### src/rtl/modexp_controller.sv
// Montgomery modular exponentiation sequencer: drives one R^2 precompute
// unit and one shared Montgomery multiplier through a left-to-right ladder.
module modexp_controller #(
  parameter int DATA_WIDTH = 8,
  parameter int EXP_WIDTH  = DATA_WIDTH
) (
  input  logic                  clk,
  input  logic                  reset,
  input  logic                  start,
  input  logic [DATA_WIDTH-1:0] modulant,
  input  logic [DATA_WIDTH-1:0] base,
  input  logic [EXP_WIDTH-1:0]  exponent,
  output logic [DATA_WIDTH-1:0] result,
  output logic                  done,
  output logic                  busy,
  output logic [DATA_WIDTH-1:0] n_out,
  output logic                  rc_start,
  input  logic                  rc_done,
  input  logic [DATA_WIDTH-1:0] rc_r_square,
  output logic                  mm_start,
  output logic [DATA_WIDTH-1:0] mm_a,
  output logic [DATA_WIDTH-1:0] mm_b,
  input  logic [DATA_WIDTH-1:0] mm_result,
  input  logic                  mm_done
);

  localparam int CW = $clog2(EXP_WIDTH + 1);
  localparam logic [CW-1:0] CNT_LOAD = CW'(EXP_WIDTH);
  localparam logic [CW-1:0] CNT_ONE = CW'(1);
  localparam logic [DATA_WIDTH-1:0] ONE = DATA_WIDTH'(1);

  typedef enum logic [2:0] {
    IDLE,
    SETUP,
    TO_MONT_BASE,
    TO_MONT_ONE,
    SQUARE,
    MULTIPLY,
    FROM_MONT,
    DONE
  } state_t;

  state_t                  state_q, state_d;
  logic [DATA_WIDTH-1:0]   n_q, n_d;
  logic [EXP_WIDTH-1:0]    e_q, e_d;
  logic [DATA_WIDTH-1:0]   r2_q, r2_d;
  logic [DATA_WIDTH-1:0]   basem_q, basem_d;
  logic [DATA_WIDTH-1:0]   acc_q, acc_d;
  logic [CW-1:0]           cnt_q, cnt_d;
  logic                    issue_q, issue_d;
  logic [DATA_WIDTH-1:0]   result_q, result_d;
  logic                    done_q, done_d;
  logic                    busy_q, busy_d;
  logic                    rc_start_q, rc_start_d;
  logic                    mm_start_q, mm_start_d;
  logic [DATA_WIDTH-1:0]   mm_a_q, mm_a_d;
  logic [DATA_WIDTH-1:0]   mm_b_q, mm_b_d;
  logic                    mm_ok;
  logic                    last_bit;

  // Done levels are stale during the issue cycle, so only trust them after.
  assign mm_ok    = !issue_q && mm_done;
  assign last_bit = (cnt_q == CNT_ONE);

  always_ff @(posedge clk or posedge reset) begin
    if (reset) begin
      state_q    <= IDLE;
      n_q        <= '0;
      e_q        <= '0;
      r2_q       <= '0;
      basem_q    <= '0;
      acc_q      <= '0;
      cnt_q      <= '0;
      issue_q    <= 1'b0;
      result_q   <= '0;
      done_q     <= 1'b0;
      busy_q     <= 1'b0;
      rc_start_q <= 1'b0;
      mm_start_q <= 1'b0;
      mm_a_q     <= '0;
      mm_b_q     <= '0;
    end else begin
      state_q    <= state_d;
      n_q        <= n_d;
      e_q        <= e_d;
      r2_q       <= r2_d;
      basem_q    <= basem_d;
      acc_q      <= acc_d;
      cnt_q      <= cnt_d;
      issue_q    <= issue_d;
      result_q   <= result_d;
      done_q     <= done_d;
      busy_q     <= busy_d;
      rc_start_q <= rc_start_d;
      mm_start_q <= mm_start_d;
      mm_a_q     <= mm_a_d;
      mm_b_q     <= mm_b_d;
    end
  end

  always_comb begin
    state_d    = state_q;
    n_d        = n_q;
    e_d        = e_q;
    r2_d       = r2_q;
    basem_d    = basem_q;
    acc_d      = acc_q;
    cnt_d      = cnt_q;
    issue_d    = 1'b0;
    result_d   = result_q;
    done_d     = done_q;
    rc_start_d = 1'b0;
    mm_start_d = 1'b0;
    mm_a_d     = mm_a_q;
    mm_b_d     = mm_b_q;

    unique case (state_q)
      IDLE, DONE: begin
        if (start) begin
          n_d        = modulant;
          e_d        = exponent;
          basem_d    = base;
          cnt_d      = CNT_LOAD;
          done_d     = 1'b0;
          rc_start_d = 1'b1;
          issue_d    = 1'b1;
          state_d    = SETUP;
        end
      end
      SETUP: begin
        if (!issue_q && rc_done) begin
          r2_d       = rc_r_square;
          mm_start_d = 1'b1;
          issue_d    = 1'b1;
          mm_a_d     = basem_q;
          mm_b_d     = rc_r_square;
          state_d    = TO_MONT_BASE;
        end
      end
      TO_MONT_BASE: begin
        if (mm_ok) begin
          basem_d    = mm_result;
          mm_start_d = 1'b1;
          issue_d    = 1'b1;
          mm_a_d     = ONE;
          mm_b_d     = r2_q;
          state_d    = TO_MONT_ONE;
        end
      end
      TO_MONT_ONE: begin
        if (mm_ok) begin
          acc_d      = mm_result;
          mm_start_d = 1'b1;
          issue_d    = 1'b1;
          mm_a_d     = mm_result;
          mm_b_d     = mm_result;
          state_d    = SQUARE;
        end
      end
      SQUARE, MULTIPLY: begin
        if (mm_ok) begin
          acc_d      = mm_result;
          mm_start_d = 1'b1;
          issue_d    = 1'b1;
          mm_a_d     = mm_result;
          if (state_q == SQUARE && e_q[EXP_WIDTH-1]) begin
            mm_b_d  = basem_q;
            state_d = MULTIPLY;
          end else begin
            e_d   = e_q << 1;
            cnt_d = cnt_q - CNT_ONE;
            if (last_bit) begin
              mm_b_d  = ONE;
              state_d = FROM_MONT;
            end else begin
              mm_b_d  = mm_result;
              state_d = SQUARE;
            end
          end
        end
      end
      FROM_MONT: begin
        if (mm_ok) begin
          result_d = mm_result;
          done_d   = 1'b1;
          state_d  = DONE;
        end
      end
      default: state_d = IDLE;
    endcase

    busy_d = !(state_d == IDLE || state_d == DONE);
  end

  assign result   = result_q;
  assign done     = done_q;
  assign busy     = busy_q;
  assign n_out    = n_q;
  assign rc_start = rc_start_q;
  assign mm_start = mm_start_q;
  assign mm_a     = mm_a_q;
  assign mm_b     = mm_b_q;

endmodule

### config.mk
export PLATFORM = sky130hd
export DESIGN_NAME = modexp_controller
export DESIGN_NICKNAME = d
export VERILOG_FILES = /design/src/rtl/modexp_controller.sv
export SDC_FILE = /design/constraint.sdc
export NUM_CORES = 1
export LEC_CHECK = 0
export ABC_AREA = 1
export CAP_MARGIN = 30
export CORE_MARGIN = 3
export CORE_UTILIZATION = 53
export DETAILED_ROUTE_END_ITERATION = 7
export GPL_ROUTABILITY_DRIVEN = 0
export PLACE_DENSITY = 0.85
export SETUP_SLACK_MARGIN = 0.2
export SLEW_MARGIN = 20
export SYNTH_ARGS = -nofsm -noshare
export SYNTH_HDL_FRONTEND = slang
export SYNTH_SLANG_ARGS = --single-unit
### constraint.sdc
create_clock -name clk -period 3.5 [get_ports clk]
set_input_delay 0.35 -clock clk [delete_from_list [all_inputs] [get_ports clk]]
set_output_delay 0.35 -clock clk [all_outputs]
set_load 0.005 [all_outputs]
==> flow_summary.toml <==
[global_routing]
use_met1 = 0.3274
grt_first_pass_wirelength_um = 14320
grtUsageMet3 = 0.04803
grt_overflow = 0
grt.busiest_layer = "met2"
grt_pass1_vias = 3036
met2_usage = 0.3905
antenna_found_initial = 0
grt_max_degree = 30
track_usage = 0.2459

[logic_synthesis]
netlist_area_um2 = 3361
postSynthCellCount = 436
yosysSeqAreaShare = 0.5063
ys_ff_latch = 68
yosysWarnings = 0
syn_nets = 483
ys_types = 27
avgSynthCellArea_um2 = 7.708

[clocking]
cts-resized-gates = 0
clock-root-buffer = "clkbuf_8"
clk_latency_ns = 0.34
cts_tree = "built"
cts_htree_levels = 3
cts-buffers-inserted = 9
clk_path_buf_depth = 2
postCtsSetupBuffers = 0
holdBufCountCts = 0
cts.sinks = 68
clk_pin_slew_ns = 0.07

[timing]
tightestPinTransition_ns = 0.8446
setup_viol = 0
worst_hold_slack_ns = 0.3064
max_freq_mhz = 426.1
finalCriticalPeriod_ns = 2.347
hold_viol_final = 0
finalSetupTns_ns = 0
rsz0062_at_grt = "no"
fin_crit_sh = 0.6705
maxSlewHeadroom = 0.4337
slew_viol_final = 0
fin_skew_ns = 0.009345

[cells_and_area]
fin_nets = 564
syn2layout_area_growth_pct = 30.94
antennaDiodeCount = 0
drive_above_1_share = 0.06705
final_area_um2 = 4400
seq_area_um2 = 1702
multiInputGateArea_um2 = 1425
n_fill_cell = 449

[floorplan]
start_util = 0.5577
die_height_um = 85.63
num_io_pins = 81
dieArea_um2 = 7333
num_rows = 28
coreArea_um2 = 6026
fp.dieW_um = 85.63

[routing]
drtIter0Drc = 333
dr.pass1.iters = 6
postRouteAntennaNets = 0
routedWlPerCell_um = 13.97
num_vias = 3172
wl_um = 8343
drc = 0
vias_per_cell = 5.313

[job]
cap_violations = 0

[worst_setup_path]
cp.arrival_ns = 2.53
cp.required_ns = 3.68
crit_fanout = 23
worst_setup_path_end_kind = "flop"
start_kind = "flop"
path_class = "reg2reg"

[placed_design]
placed_cell_area_um2 = 4198
dp_hpwl_um = 6186
io_buffers = 80

[power_and_ir_drop]
p_per_area_nw_per_um2 = 848.7
vdd_drop_max_uv = 444.1
p_leak_uw = 0.002140

[status]
status = "completed"

[worst_hold_path]
hold_class = "in2async"
-- layer usage --
layer  up-vias  share of wire
met4         0          0.029
met3        26          0.061
met5         -              0
li1       1541              -
met1      1482           0.43
met2       123           0.48
-- logic make-up after synthesis --
logic type	after synthesis	share of synthesized area
buffers and inverters	55	0.06962
and+or+nand+nor	229	0.2766
adders and majority gates	2	0.007445
AOI/OAI and AO/OA	81	0.1374
DFF	68	0.5063
xor gates and xnor gates	1	0.002607
-- cell usage after synthesis --
| master | number | area (um^2) |
|---|---|---|
| nand2_1 | 163 | 611.8 |
| dfrtp_1 | 68 | 1702 |
| o21ai_0 | 44 | 220.2 |
| inv_1 | 38 | 142.6 |
| nor2_1 | 33 | 123.9 |
| nand3_1 | 19 | 95.09 |
| o21ai_1 | 9 | 45.04 |
| a21oi_1 | 8 | 40.04 |
| o211ai_1 | 7 | 52.55 |
| a22oi_1 | 5 | 37.54 |
| o21bai_1 | 5 | 37.54 |
| buf_2 | 4 | 20.02 |
| buf_4 | 4 | 30.03 |
| inv_2 | 4 | 15.01 |
| clkbuf_1 | 3 | 11.26 |
| nand2_2 | 3 | 18.77 |
| nor2_2 | 3 | 18.77 |
| nor2_4 | 3 | 33.78 |
| nor3_1 | 3 | 15.01 |
| ha_1 | 2 | 25.02 |
| o21ai_2 | 2 | 17.52 |
| a21boi_2 | 1 | 11.26 |
| and2_1 | 1 | 6.260 |
| buf_6 | 1 | 11.26 |
| clkinv_1 | 1 | 3.750 |
| or2_2 | 1 | 6.260 |
| xor2_1 | 1 | 8.760 |
-- placed cells by master (no fill, tap or decap), types with 2 or more instances in the layout --
cell type        count
o21ai_1              9
ha_1                 2
nor2_1              33
nor2_4               3
dfrtp_1             68
o21ai_0             44
inv_1               37
nand3_1             19
clkdlybuf4s50_1     80
nor3_1               3
clkbuf_8            11
a21oi_1              8
o21ai_2              2
clkinv_2             2
nand2_1            163
nand2_2              3
a22oi_1              5
o21bai_1             5
buf_4                2
o211ai_1             7
nor2_2               3
inv_2                5
-- layout make-up --
cell class | count | area share
sequential | 68 | 0.3867
clock inverter | 4 | 0.01080
multi-input combinational | 313 | 0.3239
clock buffer | 12 | 0.03526
tap | 75 | 0.02132
timing repair buffer | 82 | 0.1854
inverter | 43 | 0.03668
-- worst paths after layout --
check | from | to | slack, ns | depth (start not counted)
setup reg to reg | state_q[2] | e_q[6] | 1.15 | 7
min in group clk | n_out[6] | n_out[6] | 0.48 | 2
hold / removal | reset | rc_start | 0.31 | 2
max in group asynchronous | reset | mm_a[6] | 2.49 | 3
setup / recovery | state_q[2] | e_q[6] | 1.15 | 7
hold reg to reg | n_out[6] | n_out[6] | 0.48 | 2
-- metrics by stage --
step	power [uW]	std cells	utilization	setup slack (ns)
CTS	3742	597	0.7303	1.141
finish	3735	597	0.7303	1.153
global route	4061	597	0.7303	0.8550
floorplan	2418	436	-	1.438
global placement	2999	581	0.6966	1.210
detailed placement	3073	581	0.6966	1.128
-- where the power goes --
group	leakage (uW)	internal [uW]	switching, uW	total [uW]
sequential	0.000858	1140	203	1340
combinational	0.00118	763	973	1740
clock	0.000102	366	294	660
-- worst max-delay path, cell delays in order, from the launching register on --
cell and delay, ns:
dfrtp_1 0.48, inv_2 0.14, o21ai_1 0.13, nand2_1 0.13
inv_1 0.07, nand2_1 0.26, a21boi_2 0.78, o21ai_0 0.20
-- flip-flops by register name, summed over array words and instances, names as in the netlist --
name / flops
basem_q: 8
busy: 1
cnt_q: 4
done: 1
e_q: 8
issue_q: 1
mm_a: 8
mm_b: 8
mm_start: 1
n_out: 8
r2_q: 8
rc_start: 1
result: 8
state_q: 3
Power figures use the tool's default switching activity.
